$ cat src/rtl/column_feeder_if.sv
// Column feeder bus: frame control and pixel input towards the feeder,
// the 3-pixel column, the column enable and the frame status back out.
interface column_feeder_if #(
    parameter int BIT_LENGTH = 5
);
    logic                  start;
    logic                  in_valid;
    logic [BIT_LENGTH-1:0] pixel_in;
    logic [BIT_LENGTH-1:0] pixel_out0;
    logic [BIT_LENGTH-1:0] pixel_out1;
    logic [BIT_LENGTH-1:0] pixel_out2;
    logic                  enable;
    logic                  done;
    logic                  gap_err;

    // The feeder itself: takes raster pixels in, drives columns out.
    modport master (
        input  start, in_valid, pixel_in,
        output pixel_out0, pixel_out1, pixel_out2, enable, done, gap_err
    );

    // The surrounding system: supplies pixels and observes the columns.
    modport slave (
        output start, in_valid, pixel_in,
        input  pixel_out0, pixel_out1, pixel_out2, enable, done, gap_err
    );
endinterface

$ cat src/rtl/column_feeder.sv
// Column feeder: turns a raster-order pixel stream into vertically aligned
// 3-pixel columns (rows r-2, r-1, r) for a 3x3 median filter. Two line
// buffers of depth IMG_W hold the previous two rows; the first two rows only
// fill the buffers, every later pixel emits one column a cycle after it is
// accepted.
module column_feeder #(
    parameter int BIT_LENGTH = 5,
    parameter int IMG_W      = 16,
    parameter int IMG_H      = 16
) (
    input logic              clk,
    input logic              reset,
    column_feeder_if.master  bus
);

    localparam int CW = (IMG_W > 1) ? $clog2(IMG_W) : 1;
    localparam int RW = (IMG_H > 1) ? $clog2(IMG_H) : 1;
    localparam logic [CW-1:0] COL_LAST = CW'(IMG_W - 1);
    localparam logic [RW-1:0] ROW_ONE  = RW'(1);
    localparam logic [RW-1:0] ROW_LAST = RW'(IMG_H - 1);

    typedef enum logic [1:0] {IDLE, FILL, STREAM, DONE} state_t;

    state_t                state_q, state_d;
    logic [CW-1:0]         col_q, col_d;
    logic [RW-1:0]         row_q, row_d;
    logic [BIT_LENGTH-1:0] lb0_q [IMG_W];
    logic [BIT_LENGTH-1:0] lb0_d [IMG_W];
    logic [BIT_LENGTH-1:0] lb1_q [IMG_W];
    logic [BIT_LENGTH-1:0] lb1_d [IMG_W];
    logic [BIT_LENGTH-1:0] out0_q, out0_d;
    logic [BIT_LENGTH-1:0] out1_q, out1_d;
    logic [BIT_LENGTH-1:0] out2_q, out2_d;
    logic                  enable_q, enable_d;
    logic                  done_q, done_d;
    logic                  gap_err_q, gap_err_d;
    logic                  accept;

    // Next-state logic: frame FSM, column emission, line buffer shift and raster counters.
    always_comb begin
        state_d   = state_q;
        col_d     = col_q;
        row_d     = row_q;
        lb0_d     = lb0_q;
        lb1_d     = lb1_q;
        out0_d    = out0_q;
        out1_d    = out1_q;
        out2_d    = out2_q;
        enable_d  = 1'b0;
        done_d    = done_q;
        gap_err_d = gap_err_q;
        accept    = 1'b0;

        case (state_q)
            IDLE, DONE: begin
                if (bus.start) begin
                    state_d   = FILL;
                    col_d     = '0;
                    row_d     = '0;
                    done_d    = 1'b0;
                    gap_err_d = 1'b0;
                end
            end
            FILL: begin
                if (bus.in_valid) begin
                    accept = 1'b1;
                    if (row_q == ROW_ONE && col_q == COL_LAST) begin
                        state_d = STREAM;
                    end
                end
            end
            STREAM: begin
                if (bus.in_valid) begin
                    accept   = 1'b1;
                    out0_d   = lb1_q[IMG_W-1];
                    out1_d   = lb0_q[IMG_W-1];
                    out2_d   = bus.pixel_in;
                    enable_d = 1'b1;
                    if (row_q == ROW_LAST && col_q == COL_LAST) begin
                        state_d = DONE;
                        done_d  = 1'b1;
                    end
                end else begin
                    // A stalled source ends the frame; the filter sees enable drop.
                    gap_err_d = 1'b1;
                    state_d   = DONE;
                    done_d    = 1'b1;
                end
            end
            default: state_d = IDLE;
        endcase

        if (accept) begin
            for (int i = IMG_W - 1; i > 0; i--) begin
                lb0_d[i] = lb0_q[i-1];
                lb1_d[i] = lb1_q[i-1];
            end
            lb0_d[0] = bus.pixel_in;
            lb1_d[0] = lb0_q[IMG_W-1];
            if (col_q == COL_LAST) begin
                col_d = '0;
                row_d = (row_q == ROW_LAST) ? '0 : row_q + RW'(1);
            end else begin
                col_d = col_q + CW'(1);
            end
        end
    end

    // State and output registers, cleared asynchronously by reset.
    always_ff @(posedge clk or posedge reset) begin
        if (reset) begin
            state_q   <= IDLE;
            col_q     <= '0;
            row_q     <= '0;
            for (int i = 0; i < IMG_W; i++) begin
                lb0_q[i] <= '0;
                lb1_q[i] <= '0;
            end
            out0_q    <= '0;
            out1_q    <= '0;
            out2_q    <= '0;
            enable_q  <= 1'b0;
            done_q    <= 1'b0;
            gap_err_q <= 1'b0;
        end else begin
            state_q   <= state_d;
            col_q     <= col_d;
            row_q     <= row_d;
            lb0_q     <= lb0_d;
            lb1_q     <= lb1_d;
            out0_q    <= out0_d;
            out1_q    <= out1_d;
            out2_q    <= out2_d;
            enable_q  <= enable_d;
            done_q    <= done_d;
            gap_err_q <= gap_err_d;
        end
    end

    assign bus.pixel_out0 = out0_q;
    assign bus.pixel_out1 = out1_q;
    assign bus.pixel_out2 = out2_q;
    assign bus.enable     = enable_q;
    assign bus.done       = done_q;
    assign bus.gap_err    = gap_err_q;

endmodule
$ cat src/flat_wrapper.sv
// flat-port wrapper written by rule: the top's interface ports become plain ports
module column_feeder_flat 
#(
    parameter int BIT_LENGTH = 5,
    parameter int IMG_W      = 16,
    parameter int IMG_H      = 16
)
  (clk, reset, bus_start, bus_in_valid, bus_pixel_in, bus_pixel_out0, bus_pixel_out1, bus_pixel_out2, bus_enable, bus_done, bus_gap_err);
  column_feeder_if #(.BIT_LENGTH(BIT_LENGTH)) bus_i ();
  input logic clk;
  input logic reset;
  input wire logic [$bits(bus_i.start)-1:0] bus_start;
  input wire logic [$bits(bus_i.in_valid)-1:0] bus_in_valid;
  input wire logic [$bits(bus_i.pixel_in)-1:0] bus_pixel_in;
  output wire logic [$bits(bus_i.pixel_out0)-1:0] bus_pixel_out0;
  output wire logic [$bits(bus_i.pixel_out1)-1:0] bus_pixel_out1;
  output wire logic [$bits(bus_i.pixel_out2)-1:0] bus_pixel_out2;
  output wire logic [$bits(bus_i.enable)-1:0] bus_enable;
  output wire logic [$bits(bus_i.done)-1:0] bus_done;
  output wire logic [$bits(bus_i.gap_err)-1:0] bus_gap_err;
  assign bus_i.start = bus_start;
  assign bus_i.in_valid = bus_in_valid;
  assign bus_i.pixel_in = bus_pixel_in;
  assign bus_pixel_out0 = bus_i.pixel_out0;
  assign bus_pixel_out1 = bus_i.pixel_out1;
  assign bus_pixel_out2 = bus_i.pixel_out2;
  assign bus_enable = bus_i.enable;
  assign bus_done = bus_i.done;
  assign bus_gap_err = bus_i.gap_err;
  column_feeder #(.BIT_LENGTH(BIT_LENGTH), .IMG_W(IMG_W), .IMG_H(IMG_H)) u_core (.clk(clk), .reset(reset), .bus(bus_i));
endmodule
$ cat config.mk
export PLATFORM = sky130hd
export DESIGN_NAME = column_feeder_flat
export DESIGN_NICKNAME = d
export VERILOG_FILES = /design/src/rtl/column_feeder_if.sv /design/src/rtl/column_feeder.sv /design/src/flat_wrapper.sv
export SDC_FILE = /design/constraint.sdc
export NUM_CORES = 1
export LEC_CHECK = 0
export BUFFER_PORTS_ARGS = -buffer_cell sky130_fd_sc_hd__buf_4
export CAP_MARGIN = 20
export CORE_UTILIZATION = 50
export CTS_CLUSTER_SIZE = 24
export DETAILED_ROUTE_END_ITERATION = 10
export MAX_ROUTING_LAYER = met4
export PLACE_DENSITY = 0.77
export SYNTH_ARGS = -nofsm -noshare
export SYNTH_HDL_FRONTEND = slang
export SYNTH_SLANG_ARGS = --single-unit
export TNS_END_PERCENT = 5
$ cat constraint.sdc
create_clock -name clk -period 11.7 [get_ports clk]
set_input_delay 0 -clock clk [delete_from_list [all_inputs] [get_ports clk]]
set_output_delay 0 -clock clk [all_outputs]
set_load 0.005 [all_outputs]
Yosys cells after proc, flatten, opt, wreduce, memory -nomap -nowiden. Index checks and enable logic that the tools add are counted.

Flip-flop bits (word level): 188. Bits of input ports: 9. Output and inout port bits: 18. Word-level logic and storage cells: 91.

$add $sub $neg: 2. Eq/ne operators: 11. Mux-type cells: 24. Reductions and logical operators: 13.

Operator list (count): 4-bit 2-to-1 mux (9); 2-bit 2-to-1 mux (5); 4-bit by 1-bit adder with 4-bit output, second input constant (2); 4-bit equality test, second input constant (2); 1-bit 2-to-1 mux (7); 2-bit inequality test, second input constant (3); 2-bit one-hot mux with 3 select lines (1); 3-bit AND reduction (2); 2-bit nonzero test (3); 2-bit equality test, second input constant (2); 4-bit by 1-bit equality test with 1-bit output, second input constant (1); 1-bit one-hot mux with 2 select lines (2); 2-bit AND reduction (2); 4-bit AND reduction (1); 2-bit OR reduction (2); 3-bit by 2-bit inequality test with 1-bit output, second input constant (1); 2-bit by 1-bit equality test with 1-bit output, second input constant (1); 1-bit logical AND (2); 2-bit zero test (1); 2-bit by 1-bit inequality test with 1-bit output, second input constant (1).

Depth between registers and ports, before layout.
Depth in word-level cells: 5. Mapped depth: 8. Gate-level depth less buffers: 6.

Worst setup path after synthesis. OpenSTA, ideal clock, no wires.

Kind: register to register. Start: register u_core.col_q[0]. End: register u_core.done_q, in the netlist u_core.bus.done. Setup time: 0.128 ns. Arrival: 1.477 ns. Required time: 11.572 ns. Path slack: 10.095 ns. Stages on the path, launching flop included: 7. Buffers on the path: 1. Clock period less this slack: 1.605 ns. Cell sequence: dfrtp_1 -> ha_1 -> and3_1 -> buf_4 -> a21oi_4 -> nor3_2 -> mux2_1.

Word-level cells in the longest chain between the ends: 4.

Ends and longest elaborated chain: from (decl) (line column_feeder.sv:25) `logic [CW-1:0] col_q, col_d;`; from (signal assigned) (line column_feeder.sv:127) `col_q <= col_d;`; 4-bit equality test (line column_feeder.sv:79) `if (row_q == ROW_LAST && col_q == COL_LAST) begin`; 1-bit logical AND (line column_feeder.sv:79); 3-bit by 2-bit inequality test with 1-bit output (no line); 3-bit AND reduction (no line); to (signal assigned) (line column_feeder.sv:135) `done_q <= done_d;`; to (decl) (line column_feeder.sv:35) `logic done_q, done_d;`.

Every way passes these cells. A chain may end at the register's enable or synchronous reset.

Worst setup path after layout.
Start: register u_core.state_q[0]. End: register u_core.row_q[2].

Word-level cells in the longest chain between the ends: 5. Elaborated cells between the ends (all ways): 10. Classes of those cells: eq/ne: 3; mux: 4; reduce/logical: 3.

Ends and longest elaborated chain: from (decl) (line column_feeder.sv:24) `state_t state_q, state_d;`; from (signal assigned) (line column_feeder.sv:126) `state_q <= state_d;`; 2-bit equality test or 2-bit zero test (tied branches) (line column_feeder.sv:54) `case (state_q)`; 2-bit OR reduction (line column_feeder.sv:54); 4-bit 2-to-1 mux (line column_feeder.sv:54); 4-bit 2-to-1 mux (line column_feeder.sv:100) `if (col_q == COL_LAST) begin`; 4-bit 2-to-1 mux (*) (line column_feeder.sv:93) `if (accept) begin`; named net u_core.row_d[2] (line column_feeder.sv:26) `logic [RW-1:0] row_q, row_d;`; to (signal assigned) (line column_feeder.sv:128) `row_q <= row_d;`; to (decl) (line column_feeder.sv:26).

Mark *: on every way through the listed nets, which the timed path passes. The rest lies on a longest branch.

==> flow_summary_export.csv <==
group,metric,value,unit
clock_network,cts-resized-gates,0,
yosys,ys_async_sr_fraction,100,%
sta,setup_violations,0,
yosys,syn_nets,798,
global_routing,grt_overflow,0,
yosys,syn_area,7250,sq um
clock_network,cts_max_level,4,
yosys,ys_types,30,
yosys,avgSynthCellArea,9.26,sq um
global_routing,antenna_found_initial,0,
worst_setup_path,cp.required,12.01,ns
clock_network,cts_tree,"done",
finish,syn_to_final_growth,15.1,%
sta,setup_tns,0,ns
power_and_ir_drop,p_leak,4.73,nW
yosys,syn_inst,783,
place,routabilityCongestion,0.764,
finish,fin_nets,819,
yosys,synth_edf_count,0,
run_status,status,"finished clean",
run,cap_violations,0,
detailed_routing,wl,11800,um
yosys,ys_warn_count,0,
finish,multiInputGateArea,2360,sq um
worst_setup_path,cp-end-kind,"flop",
floorplan,initial_utilization,51.8,%
detailed_routing,via_per_inst,4.91,
detailed_routing,remaining_drc_errors,0,
global_routing,first_global_vias,4677,
clock_network,cts.sinks,188,
clock_network,cts_post_setup_buffers_inserted,0,
global_routing,grt_use_total,18.1,%
sta,fin_skew,0.00750,ns
yosys,seq_area_frac_synth,64.9,%
power_and_ir_drop,ir_worst_vdd,0.000139,V
yosys,synth_seq_cells,188,
clock_network,holdBufCountCts,10,
detailed_routing,drtIter0Drc,411,
finish,final_core_util,59.6,%
place,port_buffers,26,
detailed_routing,first_pass_iters,4,
global_routing,grt_pass1_wl,20400,um
clock_network,numCtsBuffers,17,
yosys,synth_top_cell_by_area,"dfrtp_1",
finish,drive_above_1_share,8.57,%
worst_hold_path,hp-class,"primary input to asynchronous set/reset pin",
clock_network,worstSkewPairLatency,0.43,ns
finish,design_area,8340,sq um
sta,max_freq,0.339,GHz
floorplan,coreArea,14000,sq um
floorplan,dieArea,15000,sq um
place,placed_area,7540,sq um
sta,worstMarginPinSlew,0.966,ns
yosys,synth-main-ff-cell,"dfrtp_1",
global_routing,grt_max_degree,122,
detailed_routing,drtAntennaViolNets,0,
finish,fillers,1171,
worst_setup_path,cp-start-kind,"flop",
clock_network,cts-root-buf,"clkbuf_16",
detailed_routing,wire_per_inst,11.8,um
sta,fin_crit_sh,25.2,%
place,place_hpwl,6350,um
floorplan,pin_count,27,
clock_network,path_clk_slew,0.06,ns
floorplan,die_w,122,um
clock_network,cts_buffer_depth,2,
sta,rsz0062_at_grt,"false",
finish,regArea,4700,sq um
sta,fin_crit,2.95,ns
worst_setup_path,cp_max_fo,109,
yosys,post-synth-top-area-fraction,64.9,%
finish,diodes,0,
worst_setup_path,path_class,"flop to flop",
yosys,synthTopCellsByArea,"dfrtp_1 65%, nand2_1 25%, mux2_1 2.5%",
sta,relSlewSlack,35.5,%
floorplan,die_h,122,um
floorplan,rows,43,
detailed_routing,num_vias,4895,
sta,hold_viol_final,0,
worst_setup_path,arrival,3.27,ns
power_and_ir_drop,p_per_area,208,nW/um^2
sta,finalMaxSlewViolations,0,
-- logic make-up after synthesis --
group / synth area share (%)
AND/OR/NAND/NOR: 26.8
flip-flops: 64.9
buffers and inverters: 2.73
AO/OA/AOI/OAI: 2.07
multiplexers: 2.49
adder cells (fa/ha/maj): 1.04
-- cells in the final DEF, fill, tap and decap left out, types with 5 or more instances in the layout --
master         instances
dfrtp_1              188
clkbuf_16             17
mux2_1                16
inv_1                  5
nand2_1              485
buf_4                 29
nor2_1                 5
ha_1                   6
clkbuf_8               5
dlygate4sd3_1         10
o21ai_1               10
-- power by group --
group          switching, W  internal [W]  leakage, nW
registers         0.0000674      0.000777         2.57
logic              0.000185     0.0000814         1.84
clock network      0.000235      0.000386        0.322
total              0.000488       0.00124         4.73
-- worst max-delay path, cell delays in order, from the launching register on --
cell,delay [ns]
dfrtp_1,0.38
inv_1,0.08
ha_1,0.38
nor2b_4,0.78
buf_4,0.35
buf_16,0.32
a21boi_1,0.18
o21ai_1,0.17
o21ai_1,0.07
-- flip-flops by register name, summed over array words and instances (netlist names) --
signal and cells:
u_core.bus.enable 1, u_core.lb1_q 80, u_core.bus.done 1, u_core.bus.pixel_out2 5, u_core.col_q 4, u_core.lb0_q 80, u_core.bus.gap_err 1, u_core.bus.pixel_out1 5
u_core.state_q 2, u_core.bus.pixel_out0 5, u_core.row_q 4
-- layer usage --
layer	wire length (um)	global-route usage, %
met2	5580	29.2
met4	159	7.62
met5	0	-
met3	396	5.07
met1	5650	21.3
-- cell type report --
cell class                 count  share of cell area [%]
clock inverter                10                    1.92
clock buffer                  22                    5.92
inverter                       6                   0.360
timing repair buffer          41                    4.38
multi-input combinational    550                    28.3
sequential                   188                    56.4
tap                          180                    2.70
-- synthesized netlist by cell type (all sizes together), types with 2 or more instances --
master,instances
o31ai,2
buf,33
mux2,16
clkbuf,6
nor2b,2
o21ai,10
nor2,5
inv,6
a21oi,3
nand4,2
nor3,3
nand3,4
nand2,486
and3,3
ha,6
dfrtp,188
-- per-stage QoR --
| step | instances | worst slack, ns | power (W) | hold WS, ns |
|---|---|---|---|---|
| final | 997 | 8.75 | 0.00173 | 0.267 |
| after global routing | 997 | 8.51 | 0.00184 | 0.315 |
| after CTS | 995 | 8.37 | 0.00175 | 0.275 |
| after detailed placement | 953 | 8.37 | 0.00112 | 0.188 |
| after global placement | 953 | 8.44 | 0.00110 | 0.187 |
| after floorplan | 783 | 6.59 | 0.00106 | 0.105 |
-- path summary, 6_finish.rpt --
check / start / endpoint / slack, ns / depth (start not counted)
min in group clk: bus_pixel_in[2] / u_core.lb0_q[77] / 0.31 / 4
hold / removal: reset / u_core.lb1_q[65] / 0.27 / 3
hold reg to reg: u_core.lb1_q[46] / u_core.lb1_q[41] / 0.46 / 2
max in group asynchronous: reset / u_core.lb1_q[29] / 10.19 / 5
setup reg to reg: u_core.state_q[0] / u_core.row_q[2] / 8.75 / 8
setup / recovery: u_core.state_q[0] / u_core.row_q[2] / 8.75 / 8
Note: power is estimated with default switching activity, not from simulation.
